### src/rtl/alu_secure_pipe.sv
// Two-stage pipelined ALU with valid/ready handshakes. Every result is computed by a
// primary and an independently structured shadow datapath, and disagreements are tracked.
module alu_secure_pipe #(
  parameter int WIDTH         = 8,
  parameter int ALARM_THRESH  = 1,
  parameter int LOCK_ON_ALARM = 1
) (
  input  logic             clk,
  input  logic             rst,
  input  logic             in_valid,
  output logic             in_ready,
  input  logic [WIDTH-1:0] a,
  input  logic [WIDTH-1:0] b,
  input  logic [2:0]       op,
  output logic             out_valid,
  input  logic             out_ready,
  output logic [WIDTH-1:0] result,
  output logic             carry,
  output logic             zero,
  output logic             overflow,
  output logic             fault,
  output logic             alarm,
  output logic [7:0]       fault_count,
  input  logic             clear_alarm,
  input  logic             dbg_inject
);

  localparam int         SH_W     = $clog2(WIDTH);
  localparam logic [7:0] THRESH_W = 8'(ALARM_THRESH);

  localparam logic [2:0] OP_ADD = 3'b000;
  localparam logic [2:0] OP_SUB = 3'b001;
  localparam logic [2:0] OP_AND = 3'b010;
  localparam logic [2:0] OP_OR  = 3'b011;
  localparam logic [2:0] OP_XOR = 3'b100;
  localparam logic [2:0] OP_SHL = 3'b101;
  localparam logic [2:0] OP_SHR = 3'b110;
  localparam logic [2:0] OP_SLT = 3'b111;

  // Bit-level ripple adder; returns {carry_out, carry_into_msb, sum}.
  function automatic logic [WIDTH+1:0] chain_add(input logic [WIDTH-1:0] x,
                                                 input logic [WIDTH-1:0] y,
                                                 input logic             cin);
    logic [WIDTH:0]   c;
    logic [WIDTH-1:0] s;
    c[0] = cin;
    for (int i = 0; i < WIDTH; i++) begin
      s[i]   = x[i] ^ y[i] ^ c[i];
      c[i+1] = (x[i] & y[i]) | ((x[i] ^ y[i]) & c[i]);
    end
    return {c[WIDTH], c[WIDTH-1], s};
  endfunction

  function automatic logic [WIDTH-1:0] mux_shr(input logic [WIDTH-1:0] x,
                                               input logic [SH_W-1:0]  sh);
    logic [WIDTH-1:0] v;
    v = x;
    for (int s = 0; s < SH_W; s++) begin
      v = sh[s] ? (v >> (1 << s)) : v;
    end
    return v;
  endfunction

  function automatic logic [WIDTH-1:0] bit_rev(input logic [WIDTH-1:0] x);
    logic [WIDTH-1:0] r;
    for (int i = 0; i < WIDTH; i++) begin
      r[i] = x[WIDTH-1-i];
    end
    return r;
  endfunction

  function automatic logic [7:0] sat_inc(input logic [7:0] c);
    return (c == 8'hFF) ? c : c + 8'd1;
  endfunction

  logic             s1_adv, s2_adv;
  logic             vld_p1, vld_p2;
  logic [WIDTH-1:0] a_p1, b_p1;
  logic [2:0]       op_p1;
  logic             inj_p1;

  logic [WIDTH-1:0] res_p2;
  logic             c_p2, z_p2, v_p2, f_p2;

  logic [7:0]       cnt_q, cnt_next, cnt_base;
  logic             alarm_q, alarm_next, lock, counted;

  assign s2_adv   = !vld_p2 || out_ready;
  assign s1_adv   = !vld_p1 || s2_adv;
  assign in_ready = s1_adv && !rst;

  // ---- stage 1: operand capture ----
  always_ff @(posedge clk) begin
    if (rst) begin
      vld_p1 <= 1'b0;
    end else if (s1_adv) begin
      vld_p1 <= in_valid;
    end
  end

  always_ff @(posedge clk) begin
    if (in_valid && in_ready) begin
      a_p1   <= a;
      b_p1   <= b;
      op_p1  <= op;
      inj_p1 <= dbg_inject;
    end
  end

  // ---- stage 1 -> 2: primary datapath ----
  logic signed [WIDTH-1:0] sa_p1, sb_p1;
  logic [WIDTH:0]          add_w;
  logic [WIDTH-1:0]        dif_w;
  logic [WIDTH-1:0]        pri_res;
  logic                    pri_c, pri_v;

  assign sa_p1 = a_p1;
  assign sb_p1 = b_p1;

  always_comb begin
    pri_res = '0;
    pri_c   = 1'b0;
    pri_v   = 1'b0;
    add_w   = {1'b0, a_p1} + {1'b0, b_p1};
    dif_w   = a_p1 - b_p1;
    case (op_p1)
      OP_ADD: begin
        pri_res = add_w[WIDTH-1:0];
        pri_c   = add_w[WIDTH];
        pri_v   = (sa_p1[WIDTH-1] == sb_p1[WIDTH-1]) && (add_w[WIDTH-1] != a_p1[WIDTH-1]);
      end
      OP_SUB: begin
        pri_res = dif_w;
        pri_c   = (a_p1 >= b_p1);
        pri_v   = (sa_p1[WIDTH-1] != sb_p1[WIDTH-1]) && (dif_w[WIDTH-1] != a_p1[WIDTH-1]);
      end
      OP_AND: pri_res = a_p1 & b_p1;
      OP_OR:  pri_res = a_p1 | b_p1;
      OP_XOR: pri_res = a_p1 ^ b_p1;
      OP_SHL: pri_res = a_p1 << b_p1[SH_W-1:0];
      OP_SHR: pri_res = a_p1 >> b_p1[SH_W-1:0];
      OP_SLT: pri_res = {{(WIDTH-1){1'b0}}, (sa_p1 < sb_p1)};
      default: ;
    endcase
  end

  // ---- stage 1 -> 2: shadow datapath ----
  logic [WIDTH+1:0] ch_add, ch_sub;
  logic [WIDTH-1:0] shd_res;
  logic             shd_c, shd_v, mismatch;

  assign ch_add = chain_add(a_p1, b_p1, 1'b0);
  assign ch_sub = chain_add(a_p1, ~b_p1, 1'b1);

  always_comb begin
    shd_res = '0;
    shd_c   = 1'b0;
    shd_v   = 1'b0;
    case (op_p1)
      OP_ADD: begin
        shd_res = ch_add[WIDTH-1:0];
        shd_c   = ch_add[WIDTH+1];
        shd_v   = ch_add[WIDTH+1] ^ ch_add[WIDTH];
      end
      OP_SUB: begin
        shd_res = ch_sub[WIDTH-1:0];
        shd_c   = ch_sub[WIDTH+1];
        shd_v   = ch_sub[WIDTH+1] ^ ch_sub[WIDTH];
      end
      OP_AND: shd_res = ~(~a_p1 | ~b_p1);
      OP_OR:  shd_res = ~(~a_p1 & ~b_p1);
      OP_XOR: shd_res = (a_p1 | b_p1) & ~(a_p1 & b_p1);
      OP_SHL: shd_res = bit_rev(mux_shr(bit_rev(a_p1), b_p1[SH_W-1:0]));
      OP_SHR: shd_res = mux_shr(a_p1, b_p1[SH_W-1:0]);
      OP_SLT: shd_res = {{(WIDTH-1){1'b0}}, ch_sub[WIDTH-1] ^ (ch_sub[WIDTH+1] ^ ch_sub[WIDTH])};
      default: ;
    endcase
    shd_res[0] = shd_res[0] ^ inj_p1;
  end

  assign mismatch = (pri_res != shd_res) || (pri_c != shd_c) || (pri_v != shd_v);

  // ---- stage 2: result register ----
  always_ff @(posedge clk) begin
    if (rst) begin
      vld_p2 <= 1'b0;
      res_p2 <= '0;
      c_p2   <= 1'b0;
      z_p2   <= 1'b0;
      v_p2   <= 1'b0;
      f_p2   <= 1'b0;
    end else if (s2_adv) begin
      vld_p2 <= vld_p1;
      if (vld_p1) begin
        res_p2 <= pri_res;
        c_p2   <= pri_c;
        z_p2   <= (pri_res == '0);
        v_p2   <= pri_v;
        f_p2   <= mismatch;
      end
    end
  end

  // Lock masks the stage-2 register as it is presented, so it covers every beat
  // leaving the pipe once the registered alarm is high.
  assign lock        = (LOCK_ON_ALARM != 0) && alarm_q;
  assign out_valid   = vld_p2;
  assign result      = lock ? '0 : res_p2;
  assign carry       = lock ? 1'b0 : c_p2;
  assign zero        = lock ? 1'b0 : z_p2;
  assign overflow    = lock ? 1'b0 : v_p2;
  assign fault       = lock ? 1'b1 : f_p2;
  assign alarm       = alarm_q;
  assign fault_count = cnt_q;

  // Clear takes effect before a coincident fault is counted.
  always_comb begin
    counted    = vld_p2 && out_ready && f_p2 && !lock;
    cnt_base   = clear_alarm ? 8'd0 : cnt_q;
    cnt_next   = counted ? sat_inc(cnt_base) : cnt_base;
    alarm_next = (alarm_q && !clear_alarm) || (counted && (cnt_next >= THRESH_W));
  end

  always_ff @(posedge clk) begin
    if (rst) begin
      cnt_q   <= 8'd0;
      alarm_q <= 1'b0;
    end else begin
      cnt_q   <= cnt_next;
      alarm_q <= alarm_next;
    end
  end

endmodule

### config.mk
export PLATFORM = sky130hd
export DESIGN_NAME = alu_secure_pipe
export DESIGN_NICKNAME = d
export VERILOG_FILES = /design/src/rtl/alu_secure_pipe.sv
export SDC_FILE = /design/constraint.sdc
export NUM_CORES = 1
export LEC_CHECK = 0
export ABC_AREA = 1
export BUFFER_PORTS_ARGS = -buffer_cell sky130_fd_sc_hd__buf_4
export CORE_MARGIN = 2
export CORE_UTILIZATION = 51
export CTS_CLUSTER_SIZE = 40
export DETAILED_ROUTE_END_ITERATION = 6
export MAX_ROUTING_LAYER = met4
export PLACE_DENSITY = 0.68
export SYNTH_ARGS = -nofsm -noshare
export SYNTH_HDL_FRONTEND = slang
export SYNTH_SLANG_ARGS = --single-unit
### constraint.sdc
create_clock -name clk -period 9.9 [get_ports clk]
set_clock_uncertainty 0.15 [all_clocks]
set_input_delay 0.495 -clock clk [delete_from_list [all_inputs] [get_ports clk]]
set_output_delay 0.495 -clock clk [all_outputs]
set_load 0.1 [all_outputs]
==> results of run 1 <==
-- path summary, 6_finish.rpt --
path,from,to,slack [ns]
hold / removal,a[1],a_p1[1],0.21
setup / recovery,b_p1[1],f_p2,4.57
hold reg to reg,z_p2,z_p2,0.32
setup reg to reg,b_p1[1],f_p2,4.57
-- worst reg2reg max path: cells and delay by family (launching register included) --
kind	cells	cell delay [ns]
simple gates	9	0.71
flops	1	0.76
buf+inv	1	0.43
fa+ha+maj	7	3.14
compound gates	1	0.06
-- sequential cells by signal, summed over array words and instances, names as in the netlist, 3 cells and up --
register / flops
a_p1: 8
b_p1: 8
fault_count: 8
op_p1: 3
res_p2: 8
-- metal layers --
metal  share of wire [%]  vias up  global-route usage, %  routed length, µm
li1                    -     2170                      -                  -
met1                  46     2006                   41.3               5590
met2                  44      193                   43.0               5280
met3                 6.8       33                   4.03                827
met4                 3.6        0                   12.6                437
met5                   0        -                      -                  0
-- power by group through the flow --
stage / Clock (µW) / Combinational (µW) / Sequential (µW)
after global placement: 0 / 148 / 207
after CTS: 136 / 151 / 204
after floorplan: 0 / 113 / 205
after detailed placement: 0 / 150 / 208
final: 132 / 153 / 204
after global routing: 144 / 171 / 205
-- final cells by class --
cell class | instances | area, µm²
fillers | 811 | 3410
multi-input cells | 493 | 2710
flip-flops and latches | 43 | 1060
inverters | 105 | 394
repair buffers | 48 | 360
well taps | 105 | 131
clock buffers | 6 | 93.8
clock inverters | 2 | 13.8
-- metrics by stage --
step | utilization [%] | power, µW | cell area (µm²)
after floorplan | - | 318 | 4260
after global placement | 57.0 | 356 | 4660
after global routing | 58.3 | 519 | 4770
after CTS | 58.3 | 491 | 4770
final | 58.3 | 489 | 4770
after detailed placement | 57.0 | 358 | 4660
-- Yosys cell counts (all sizes together), types with 7 or more instances --
master / count / share of area [%]
nand2: 182 / 16
clkbuf: 7 / 0.68
edfxtp: 20 / 14
nand4: 17 / 2.5
nor2: 84 / 8.4
dfxtp: 23 / 11
o21ai: 27 / 3.2
ha: 26 / 7.6
buf: 9 / 1.6
nand3: 79 / 9.8
a21oi: 35 / 4.1
inv: 105 / 9.2
fa: 15 / 7.0
-- cells by family (layout without fill, tap and decap cells) --
family                   count (synthesis)  after routing  synth area share (%)
AO/OA/AOI/OAI                           71             71                  8.81
XOR/XNOR                                 8              8                  1.64
adder cells (fa/ha/maj)                 41             41                  14.7
buffers and inverters                  121            161                  11.5
flip-flops                              43             43                  24.9
AND/OR/NAND/NOR                        373            373                  38.5
==> metrics, run 1 <==
cells along the critical path=inv_1, fa_1, fa_1, fa_1, fa_1, fa_1, fa_1, fa_1, nand2_1, and2_1, nand3_1, nand3_1, nand2_1, nand2_1, nor2_1, nand2_1, nand2_1, a21oi_1; delay of the slowest critical-path stage=0.76 ns; drt total wl=12.1 mm; Sw Share=37.4%; per-cell routed wire length=15.1 µm; most common cell after layout, fill and taps aside=nand2_1; final setup vio count=0; RSZ-0062 raised after global routing=no; Hold Crit Class=in -> reg; Cell Rows=33; worst hold margin=0.206 ns; total iterations of the first detailed-routing run=5; peak supply drop=0.0000799 V; PortBufs=47; Yosys warning count=0; Setup WS post-layout=4.57 ns; clk sinks=43; I/O Pins=48; Final Hold Viols=0; Psw=183 µW; Initial DRC Count=405; WP buf/inv=1; Crit path required time=9.96 ns; Most common cell on crit path=fa_1; hold path depth=1; ys flop type=dfxtp_1; Resize count post-CTS=0; synthesized cell area=4260 µm²; CP Max Fanout=18; Worst Max-Slew Pin Slew=0.627 ns; vias in the first global route=4,038; Skew-Pair Late Insertion Delay=0.31 ns; GP Congestion=1.05; leakage=0.00241 µW; via/cell ratio=5.49; reg2reg path depth=18; hold buffer count at CTS=0; post-route ant nets=0; DRC Markers=0; Clk pwr share=27.0%; Clock transition at path regs=0.09 ns; syn nets=723; most frequent cells in the layout=nand2_1, inv_1, nor2_1; Setup Buffers After CTS=0; initial antenna violation count=0; Slew Viols, Final=0; TritonCTS buffer count=5; Worst setup EP type=register; grt ovf=0; top achievable clock speed=188 MHz; first-pass GRT wire length=19.8 mm; Die Ht=95.4 µm; Post-DP HPWL=9.84 mm; post-synthesis sequential area ratio=24.9%; post-route clock period utilization=53.8%; Layout Cells excl Fill=802; CTS root buffer=clkbuf_8; All-Layer GR Usage=29.6%; DP Cell Count=794; layout cells sized above 1=10.5%; pre-CTS setup slack=4.64 ns; starting density of the core=52.1%; n_diodes=0; die area=9110 µm²; number of synthesized register bits=43; internal power=306 µW; H-tree depth=2; distinct cell type count after synthesis=37; startpoint type of the worst setup path=register; slowest CP cell=edfxtp_1; Rel. slew slack=58.2%; mean area per synthesized cell=6.49 µm²; crit path kind=reg -> reg; Syn-to-layout area delta=11.8%; Pwr per Cell Area=103 nW/µm²; Worst path depth=18; number of synthesized flops with an enable pin=20; Cells after Synth=657; DIE WIDTH=95.4 µm; TritonCTS clock tree=yes; CP Data Arrival Time=5.38 ns; share of power burned in registers=41.7%; delay-heaviest family, CP=adder cells; minimum clock period=5.33 ns; pin count of the biggest net entering global routing=21; Final #Nets=762; Final TNS setup=0 ns; vias=4,402; max-cap violation count=0; logic gate share of total power=31.3%; outcome=finished, final reports clean; core region area=8180 µm²; asr flop ratio synth=0%; Bufs on Longest Clock Path=2
Note: power is estimated with default switching activity, not from simulation.
==> run 2, diff against run 1 <==
==> constraint.sdc (replaced) <==
create_clock -name clk -period 5.2 [get_ports clk]
set_clock_uncertainty 0.15 [all_clocks]
set_input_delay 0.26 -clock clk [delete_from_list [all_inputs] [get_ports clk]]
set_output_delay 0.26 -clock clk [all_outputs]
set_load 0.1 [all_outputs]
==> run 2 against run 1 <==
Count of clock-buffer cells in the layout is the same. Sequential share of layout area shrank 0.86 points. Register-to-register slack lost 4.2 ns. Power grew 86%. Via count grew 1.9%. Sequential power grew 89%. Non-clock buffer count grew 22. Fmax grew 9.3%. Utilization grew 2.3 points.
==> metrics, run 2 (same netlist as run 1, synthesis figures left out) <==
outcome=finished, final reports clean; top achievable clock speed=205 MHz (+9.3%); layout cells sized above 1=10.3% (-0.18 points); DP Cell Count=796 (+0.25%); Worst Max-Slew Pin Slew=0.657 ns (+0.0298 ns); Skew-Pair Late Insertion Delay=0.31 ns (about the same); vias=4,484 (+1.9%); most frequent cells in the layout=nand2_1, inv_1, nor2_1; PortBufs=47 (unchanged); crit path kind=reg -> reg; TritonCTS buffer count=5 (unchanged); CP Data Arrival Time=4.93 ns (-0.45 ns); Clock transition at path regs=0.09 ns (about the same); first-pass GRT wire length=20.2 mm (+1.7%); grt ovf=0 (unchanged); Post-DP HPWL=9.91 mm (+0.69%); All-Layer GR Usage=30.0% (+0.41 points); Bufs on Longest Clock Path=2 (unchanged); final setup vio count=0 (unchanged); DIE WIDTH=95.4 µm (unchanged); peak supply drop=0.000123 V (+54%); initial antenna violation count=0 (unchanged); clk sinks=43 (unchanged); met2 Use GR=45.6% (+2.6 points); Rel. slew slack=56.2% (-2.0 points); startpoint type of the worst setup path=register; pin count of the biggest net entering global routing=21 (unchanged); post-route ant nets=0 (unchanged); Resize count post-CTS=0 (unchanged); Setup WS post-layout=0.325 ns (-4.25 ns); per-cell routed wire length=15.2 µm (+0.20%); Hold Crit Class=in -> reg; hold buffer count at CTS=20 (+20); TritonCTS clock tree=yes; M1 GR Usage=40.2% (-1.1 points); max-cap violation count=0 (unchanged); Slew Viols, Final=0 (unchanged); Initial DRC Count=335 (-17%); total iterations of the first detailed-routing run=5 (unchanged); most common cell after layout, fill and taps aside=nand2_1; Most Crowded Layer GR=met2; Final #Nets=784 (+2.9%); n_diodes=0 (unchanged); Worst setup EP type=register; Syn-to-layout area delta=16.3%; vias in the first global route=4,136 (+2.4%); Final TNS setup=0 ns (unchanged); Final Hold Viols=0 (unchanged); final core utilization=60.7% (+2.3 points); leakage=0.00249 µW (+3.4%); I/O Pins=48 (unchanged); grt met3 use=4.43% (+0.40 points); minimum clock period=4.88 ns (-0.453 ns); Setup Buffers After CTS=0 (unchanged); Die Ht=95.4 µm (unchanged); via/cell ratio=5.44 (-0.86%); CP Max Fanout=11 (-7); CTS root buffer=clkbuf_8; Layout Cells excl Fill=824 (+2.7%); drt total wl=12.5 mm (+2.9%); die area=9110 µm² (unchanged); Pwr per Cell Area=183 nW/µm² (+79%); starting density of the core=52.1% (unchanged); core region area=8180 µm² (unchanged); Crit path required time=5.25 ns (-4.71 ns); post-route clock period utilization=93.8% (+40 points); RSZ-0062 raised after global routing=no; DRC Markers=0 (unchanged); pre-CTS setup slack=0.358 ns (-4.28 ns); Cell Rows=33 (unchanged); GP Congestion=0.949 (-9.8%); H-tree depth=2 (unchanged)
[run 2: final timing paths]
kind                            startpoint  endpoint  slack, ns  cells after the start
worst max-delay path               b_p1[0]      f_p2       0.32                     19
worst min register to register        z_p2      z_p2       0.32                      2
worst min-delay path              in_valid    vld_p1       0.07                      3
worst max register to register     b_p1[0]      f_p2       0.32                     19
[run 2: metal layers]
layer  wire length [µm]  part of all wire, %  up-vias
li1                   -                    -     2216
met1               5630                   45     2067
met2               5640                   45      160
met3                766                  6.1       41
met4                461                  3.7        0
met5                  0                    0        -
[run 2: final cells by class]
class	instances	area, µm²
clock inverters	2	11.3
flip-flops and latches	43	1060
repair buffers	70	576
inverters	105	394
fillers	758	3220
multi-input cells	493	2710
clock buffers	6	72.6
well taps	105	131
[run 2: metrics by stage]
step | power (µW) | hold slack [ns] | area, µm²
4_1_cts | 911 | 0.0607 | 4960
6_report | 910 | 0.0674 | 4960
3_5_place_dp | 683 | 0.289 | 4670
3_3_place_gp | 680 | 0.288 | 4670
2_1_floorplan | 605 | 0.179 | 4260
5_1_grt | 967 | 0.0907 | 4960
[run 2: report_power, final]
| group | internal [µW] | leakage [µW] | total, µW | switching, µW |
|---|---|---|---|---|
| combinational | 101 | 0.00207 | 307 | 206 |
| sequential | 369 | 0.000375 | 386 | 17.7 |
| clock | 94.4 | 0.0000455 | 216 | 122 |
| total | 563 | 0.00249 | 910 | 346 |
[run 2: critical path, cell delays in order, from the launching register on]
cell      delay (ns)
edfxtp_1        0.58
ha_1            0.23
inv_1           0.07
fa_1            0.42
fa_1            0.41
fa_1            0.39
fa_1            0.40
fa_1            0.39
fa_1            0.44
fa_1            0.52
nand2_1         0.05
and2_1          0.17
nand3_1         0.10
nand3_1         0.08
nand2_1         0.07
nand2_1         0.04
nor2_1          0.09
nand2_1         0.06
nand2_1         0.05
a21oi_1         0.06
==> run 3, diff against run 2 <==
--- a/config.mk
+++ b/config.mk
@@ -12,7 +12,7 @@
 export CTS_CLUSTER_SIZE = 40
 export DETAILED_ROUTE_END_ITERATION = 6
 export MAX_ROUTING_LAYER = met4
-export PLACE_DENSITY = 0.68
+export PLACE_DENSITY = 0.71
 export SYNTH_ARGS = -nofsm -noshare
 export SYNTH_HDL_FRONTEND = slang
 export SYNTH_SLANG_ARGS = --single-unit
==> constraint.sdc (replaced) <==
create_clock -name clk -period 4 [get_ports clk]
set_clock_uncertainty 0.15 [all_clocks]
set_input_delay 0.2 -clock clk [delete_from_list [all_inputs] [get_ports clk]]
set_output_delay 0.2 -clock clk [all_outputs]
set_load 0.1 [all_outputs]
==> run 3 against run 2 <==
The flow now finishes with violations (negative setup slack). Count of clock-buffer cells in the layout stayed put. Final cell count grew 2.4%. Clock power grew 29%. Utilization grew 2.3 points. Via count increased by 2.3%. Design area is 3.8% higher. Register-to-register slack worse by 0.76 ns. Fmax rose by 9.9%. Sequential power is 29% higher. Combinational power grew 40%. Die area is the same. Highest routed layer unchanged.
==> metrics, run 3 (same netlist as run 1, synthesis figures left out) <==
outcome=finished, violations left; failing checks=negative setup slack; Initial DRC Count=539 (+61%); first-pass GRT wire length=21.1 mm (+4.5%); initial antenna violation count=0 (unchanged); reg2reg end=f_p2; starting density of the core=52.1% (unchanged); final setup vio count=1 (+1); Die Ht=95.4 µm (unchanged); vias=4,585 (+2.3%); Worst Max-Slew Pin Slew=0.636 ns (-0.0206 ns); layout cells sized above 1=14.7% (+4.5 points); post-route ant nets=0 (unchanged); CP Data Arrival Time=4.48 ns (-0.45 ns); FF-to-FF setup slack=-0.43 ns (-0.76 ns); Final #Nets=804 (+2.6%); peak supply drop=0.000174 V (+42%); TritonCTS clock tree=yes; Hold Crit Class=in -> reg; pre-CTS setup slack=-0.473 ns (-0.831 ns); Cell Rows=33 (unchanged); CP Max Fanout=3 (-8); RSZ-0062 raised after global routing=yes; most frequent cells in the layout=nand2_1, inv_1, nor2_1; clk sinks=43 (unchanged); TritonCTS buffer count=5 (unchanged); Crit. Startpoint=a_p1[0]; GP Congestion=1.00 (+5.4%); Clock transition at path regs=0.09 ns (about the same); DIE WIDTH=95.4 µm (unchanged); Crit path required time=4.04 ns (-1.21 ns); reg2reg path depth=16 (-3); Final Power=1210 µW (+33%); Slew Viols, Final=0 (unchanged); die area=9110 µm² (unchanged); All-Layer GR Usage=31.8% (+1.8 points); H-tree depth=2 (unchanged); pin count of the biggest net entering global routing=21 (unchanged); crit path kind=reg -> reg; crit path to=f_p2; DRC Markers=0 (unchanged); CTS root buffer=clkbuf_8; Reg-to-Reg Start=a_p1[0]; vias in the first global route=4,268 (+3.2%); Bufs on Longest Clock Path=2 (unchanged); via/cell ratio=5.43 (-0.17%); I/O Pins=48 (unchanged); grt ovf=0 (unchanged); filler instances=727 (-4.1%); Setup WS post-layout=-0.435 ns (-0.760 ns); startpoint type of the worst setup path=register; Skew-Pair Late Insertion Delay=0.30 ns (about the same); top achievable clock speed=225 MHz (+9.9%); Worst setup EP type=register; core region area=8180 µm² (unchanged); post-route clock period utilization=111% (+17 points); max-cap violation count=0 (unchanged); Rel. slew slack=57.6% (+1.4 points); per-cell routed wire length=15.8 µm (+4.1%); drt total wl=13.3 mm (+6.7%); n_diodes=0 (unchanged); minimum clock period=4.43 ns (-0.440 ns); leakage=0.00258 µW (+3.6%); Post-DP HPWL=10.5 mm (+6.2%); Syn-to-layout area delta=20.7%; Pwr per Cell Area=235 nW/µm² (+28%); PortBufs=47 (unchanged); most common cell after layout, fill and taps aside=nand2_1; total iterations of the first detailed-routing run=5 (unchanged); Final Hold Viols=0 (unchanged)
==> run 3: changes by cell type in the layout (fill, tap and decap cells not counted), sizes merged <==
cell	before	now
buf	50	70
==> run 3: worst min path at each step <==
stage | from | end | depth (start not counted)
final | in_valid | vld_p1 | 3
after CTS | in_valid | vld_p1 | 3
after floorplan | rst | alarm | 1
after global placement | b[6] | b_p1[6] | 1
after global routing | rst | out_valid | 2
after detailed placement | op[2] | op_p1[2] | 1
==> run 3: metrics by stage <==
stage	setup TNS, ns	cell area (µm²)	hold WS (ns)	cells	util (%)
after floorplan	-0.267	4290	0.119	657	-
after global placement	-0.338	4830	0.228	814	59.0
after detailed placement	-0.473	4830	0.229	814	59.0
after CTS	-0.342	5140	0.0178	843	62.8
after global routing	-0.591	5140	0.0290	844	62.9
final	-0.435	5140	0.0209	844	62.9
==> run 3: timing repair <==
action                                  4_1_cts  5_1_grt
hold buffers                                 20        0
buffers inserted                              1        1
pin swaps                                     3        0
hold endpoints to repair                     20        0
endpoints found under the setup margin        1        1
gates resized for setup                       6        1
==> run 3: final cells by class <==
type	instances	area (µm²)	share of cell area [%]
Multi-Input combinational cell	493	2750	53.4
Sequential cell	43	1060	20.6
Inverter	105	394	7.66
Clock inverter	2	11.3	0.219
Tap cell	105	131	2.55
Timing Repair Buffer	90	726	14.1
Clock buffer	6	72.6	1.41
==> run 3: layer usage <==
metal / track usage, % / part of all wire, % / wire length, µm / vias to the layer above
met5: - / 0 / 0 / -
met4: 9.17 / 2.9 / 380 / 0
met3: 7.19 / 9.4 / 1250 / 32
met2: 47.8 / 44 / 5870 / 205
met1: 43.1 / 44 / 5830 / 2095
li1: - / - / - / 2253
==> run 3: critical path, cell delays in order, from the launching register on <==
cell      delay, ns
edfxtp_1       0.41
ha_2           0.21
fa_2           0.22
inv_1          0.07
fa_1           0.38
fa_2           0.37
fa_1           0.41
fa_1           0.40
fa_2           0.38
fa_1           0.38
or2_2          0.32
a31oi_2        0.18
inv_1          0.06
nand2_1        0.07
nand4_1        0.08
a21oi_1        0.16
a21oi_1        0.09
==> run 3: power by group <==
part | leakage, µW | internal, µW | total (µW) | switching [µW]
Clock | 0.0000455 | 123 | 279 | 156
Combinational | 0.00216 | 146 | 431 | 285
Sequential | 0.000375 | 479 | 497 | 17.8
